File: src/rtl/predecode_stage_controller.sv
// predecode_stage_controller
// Sequencing controller for the pre-decode stage. Turns decode back-pressure,
// flush pulses and serialization requests into the stage stall/clear
// controls. Also provides a drain watchdog and a stall-cycle counter.
//
// Ports:
//   clk, rst            clock, async active-low reset
//   idStall             decode-stage back-pressure
//   flushReq            single-cycle flush pulse
//   serializeReq        level request to drain and hold the front end
//   pdEmpty             pre-decode register holds no valid entry
//   backendEmpty        decode and later front-end stages are empty
//   perfClear           synchronous clear of stallCycles
//   pdStall, pdClear    pre-decode stage controls
//   fetchStall          blocks fetch from writing new instructions
//   serializeAck        front end is drained and held
//   drainTimeout        one-cycle watchdog pulse
//   state               RUN=0, FLUSH=1, DRAIN=2, HOLD=3
//   stallCycles         saturating count of pdStall cycles
module predecode_stage_controller #(
    parameter int FLUSH_CYCLES  = 2,
    parameter int DRAIN_TIMEOUT = 200,
    parameter int CNT_WIDTH     = 32
) (
    input  logic                 clk,
    input  logic                 rst,
    input  logic                 idStall,
    input  logic                 flushReq,
    input  logic                 serializeReq,
    input  logic                 pdEmpty,
    input  logic                 backendEmpty,
    input  logic                 perfClear,
    output logic                 pdStall,
    output logic                 pdClear,
    output logic                 fetchStall,
    output logic                 serializeAck,
    output logic                 drainTimeout,
    output logic [1:0]           state,
    output logic [CNT_WIDTH-1:0] stallCycles
);

    typedef enum logic [1:0] {
        RUN   = 2'd0,
        FLUSH = 2'd1,
        DRAIN = 2'd2,
        HOLD  = 2'd3
    } state_t;

    localparam logic [3:0] FLUSH_LOAD = 4'(FLUSH_CYCLES - 1);
    localparam logic [7:0] WDOG_MAX   = 8'(DRAIN_TIMEOUT);
    localparam logic [7:0] WDOG_FIRE  = 8'(DRAIN_TIMEOUT - 1);

    state_t     cur;
    logic [3:0] flush_cnt;
    logic [7:0] wdog;
    logic       timeout_q;
    logic       drained;
    logic       drain_stay;
    logic       clear_raw;

    assign drained    = pdEmpty & backendEmpty;
    assign drain_stay = (cur == DRAIN) && !flushReq && !drained;

    always_ff @(posedge clk or negedge rst) begin
        if (!rst) begin
            cur       <= RUN;
            flush_cnt <= '0;
            wdog      <= '0;
            timeout_q <= 1'b0;
        end else begin
            // The watchdog saturates at DRAIN_TIMEOUT, so it passes through
            // the fire value only once per DRAIN visit.
            timeout_q <= drain_stay && (wdog == WDOG_FIRE);
            if (flushReq) begin
                cur       <= FLUSH;
                flush_cnt <= FLUSH_LOAD;
                wdog      <= '0;
            end else begin
                case (cur)
                    RUN: begin
                        if (serializeReq) begin
                            cur  <= DRAIN;
                            wdog <= '0;
                        end
                    end
                    FLUSH: begin
                        if (flush_cnt != 4'd0)
                            flush_cnt <= flush_cnt - 4'd1;
                        else
                            cur <= serializeReq ? DRAIN : RUN;
                    end
                    DRAIN: begin
                        if (drained)
                            cur <= HOLD;
                        else if (wdog != WDOG_MAX)
                            wdog <= wdog + 8'd1;
                    end
                    HOLD: begin
                        if (!serializeReq)
                            cur <= RUN;
                    end
                    default: cur <= RUN;
                endcase
            end
        end
    end

    // Decoded outputs are gated by rst so they drop the moment reset
    // asserts, even though flushReq/idStall feed them combinationally.
    assign clear_raw    = flushReq || (cur == FLUSH);
    assign pdClear      = rst && clear_raw;
    assign pdStall      = rst && !clear_raw && ((cur == HOLD) || idStall);
    assign fetchStall   = rst && (flushReq || (cur != RUN) || serializeReq);
    assign serializeAck = rst && (cur == HOLD) && !flushReq;
    assign drainTimeout = timeout_q;
    assign state        = cur;

    always_ff @(posedge clk or negedge rst) begin
        if (!rst)
            stallCycles <= '0;
        else if (perfClear)
            stallCycles <= '0;
        else if (pdStall && (stallCycles != {CNT_WIDTH{1'b1}}))
            stallCycles <= stallCycles + 1'b1;
    end

endmodule
File: config.mk
export PLATFORM = sky130hd
export DESIGN_NAME = predecode_stage_controller
export DESIGN_NICKNAME = d
export VERILOG_FILES = /design/src/rtl/predecode_stage_controller.sv
export SDC_FILE = /design/constraint.sdc
export NUM_CORES = 1
export LEC_CHECK = 0
export CAP_MARGIN = 20
export CORE_UTILIZATION = 35
export DETAILED_ROUTE_END_ITERATION = 12
export PLACE_DENSITY = 0.67
export SLEW_MARGIN = 20
export SYNTH_ARGS = -nofsm -noshare
export SYNTH_HDL_FRONTEND = slang
export SYNTH_SLANG_ARGS = --single-unit
File: constraint.sdc
create_clock -name clk -period 2.6 [get_ports clk]
set_input_delay 0.78 -clock clk [delete_from_list [all_inputs] [get_ports clk]]
set_output_delay 0.78 -clock clk [all_outputs]
set_load 0.01 [all_outputs]
==> results.json <==
{
  "status": "complete, no violations",
  "drc": 0,
  "hold_viol_final": 0,
  "yosysWarnings": 0,
  "cts-hold-fix-buffers": 0,
  "grt_pass1_wl_um": 11900,
  "fin_nets": 408,
  "synth_area_sq_mm": 0.00261,
  "end_kind": "output pin",
  "antenna_found_initial": 0,
  "gr-total-overflow": 0,
  "slew_headroom": 0.574,
  "grt_pass1_vias": 2559,
  "placementRows": 31,
  "syn2layout_area_growth_pct": 42.9,
  "syn_nets": 303,
  "die_area_sq_mm": 0.00780,
  "cp-start-kind": "primary input",
  "synth_cell_types": 41,
  "ys_seq_area_frac": 0.451,
  "clk_latency_ps": 300,
  "grt_max_degree": 38,
  "layout_common_cells": "buf_4, dfrtp_1, clkdlybuf4s50_1, nor2_1, a21oi_1",
  "leakage_uw": 0.00153,
  "drt-total-wl_um": 7000,
  "rsz0062_at_grt": "false",
  "critical_path_arrival_ps": 1730,
  "startpoint": "flushReq",
  "initialDrtViolationCount": 93,
  "cts_buffer_depth": 2,
  "cts_tree": "yes",
  "finClkSkew_ps": 7.98,
  "cts-root-buf": "clkbuf_8",
  "finalSetupViolCount": 0,
  "cpMostUsedCell": "dlygate4sd2_1",
  "core_sq_mm": 0.00721,
  "worstMarginPinSlew_ps": 636,
  "die_w_um": 88.3,
  "hold_ws_ps": 474,
  "cp_slowest_stage_delay_ps": 280,
  "cap_violations": 0,
  "drive_gt1_frac": 0.215,
  "path_class": "in -> out",
  "synth_top_area_cell": "dfrtp_1",
  "p_per_area_mw_per_mm2": 442,
  "instances_no_fill": 494,
  "die_h_um": 88.3,
  "ys_seq_elements": 47,
  "firstDrtPassIters": 4,
  "peakVddDrop_mv": 0.473,
  "final_common_cell": "buf_4",
  "vias": 2594,
  "ios": 47,
  "cts_buffers": 5,
  "clkTransAtPathRegs_ps": 80,
  "syn_inst": 290,
  "io_buffers": 46,
  "crit_slowest_cell": "dlygate4sd2_1",
  "dpl.hpwl_um": 5160,
  "critical_path_required_ps": 1820,
  "avgViaCountPerCell": 5.25,
  "hp-class": "in -> async",
  "worstPathMaxFanout": 3,
  "finalCriticalPeriod_ps": 2510,
  "grt_usage": 0.197,
  "timing.final.crit_share": 0.966,
  "fin_util": 0.516,
  "diodes": 0,
  "start_util": 0.361,
  "clock.fmax_ghz": 0.398,
  "synth_top_area_share": 0.451,
  "reg2reg_from": "stallCycles[0]",
  "cts_sinks": 47,
  "yosys-top-cells-area": "dfrtp_1, a21oi_1, nor2_1, or4_1, o31ai_1",
  "drv_slew": 0,
  "dp_cells": 483,
  "syn_area_per_cell_sq_um": 8.99,
  "htreeDepth": 2,
  "globalplace.congestion": 0.807,
  "filler_cell_count": 697,
  "final_antenna_net_count": 0,
  "path_cells": "dlygate4sd2_1 > nand2b_4 > buf_4 > nor2_2 > dlygate4sd2_1",
  "wire_per_inst_um": 14.2
}
==> cells in the mapped netlist (all sizes together) <==
cell     number
nor3b         1
inv          12
ha            5
and2          1
nand4bb       1
nor2         30
o21ba         1
o21a          1
xor2          3
nor3          8
a41oi         1
nand3        13
nand2b        3
a211oi        2
and4          1
nand2        23
o21ai        14
nand4         8
a21o          2
a22o          1
a21oi        24
buf           3
or4b          1
o311a         1
or4          14
clkbuf        9
dfrtp        47
and3          1
or3          13
mux2          4
o31ai        13
a21boi        3
a2111o        1
xnor2         8
nor2b         5
nor4          8
mux2i         2
a2111oi       2
==> stage by stage <==
stage                     TNS [ps]  cell area, sq um  power, uW  setup slack [ps]
after detailed placement     -6020              3600       1210              -478
final                            0              3730       1650              88.0
after floorplan               -172              2630       1040             -83.4
after global placement       -5380              3600       1200              -433
after CTS                        0              3720       1670              52.1
after global routing             0              3730       1740              42.6
==> cells by family (layout without fill, tap and decap cells) <==
group / after synthesis / count (layout) / share of synthesized area
buffers and inverters: 24 / 128 / 0.0365
AOI/OAI and AO/OA: 66 / 67 / 0.159
xor gates and xnor gates: 11 / 11 / 0.0370
adders and majority gates: 5 / 5 / 0.0240
muxes: 6 / 6 / 0.0250
and+or+nand+nor: 131 / 131 / 0.268
DFF: 47 / 47 / 0.451
==> final timing paths <==
| kind | end | slack, ps | cells past startpoint |
|---|---|---|---|
| worst max register to register | stallCycles[22] | 230 | 6 |
| worst min register to register | flush_cnt[3] | 560 | 2 |
| min in group clk | flush_cnt[3] | 560 | 2 |
| worst min-delay path | flush_cnt[2] | 470 | 2 |
| worst max-delay path | pdStall | 90 | 5 |
| max in group asynchronous | wdog[7] | 1650 | 2 |
==> report_power, final <==
group / internal [uW] / switching [uW]
Sequential: 772 / 50.4
Combinational: 183 / 194
Clock: 209 / 238
==> routing by layer <==
| layer | track usage | vias up | part of all wire | wire, um |
|---|---|---|---|---|
| met5 | 0 | - | 0 | 0 |
| met4 | 0.0572 | 0 | 0.013 | 89 |
| met3 | 0.0382 | 9 | 0.055 | 388 |
| met2 | 0.334 | 65 | 0.48 | 3380 |
| met1 | 0.256 | 1244 | 0.45 | 3140 |
| li1 | - | 1276 | - | - |
==> final cells by class <==
cell class                      instances  area, sq um  area share
Clock buffer                            6         82.6      0.0222
Clock inverter                          1         5.00     0.00134
Inverter                               12         45.0      0.0121
Multi-Input combinational cell        220         1370       0.369
Sequential cell                        47         1180       0.316
Tap cell                               99          124      0.0332
Timing Repair Buffer                  109          920       0.247
==> critical path, delay by kind of cell <==
kind / cells / cell delay, ps
simple gates: 2 / 290
buf+inv: 3 / 660
==> timing repair <==
action | 4_1_cts | 5_1_grt
endpoints found under the setup margin | 12 | 1
pin swaps | 4 | 0
cloned | 1 | 0
gates resized for setup | 15 | 1
setup buffers | 3 | 0
==> state kept, by name, summed over array words and instances (netlist names) <==
signal	flops
state	2
flush_cnt	4
wdog	8
drainTimeout	1
stallCycles	32
(Power assumes the default switching activity.)
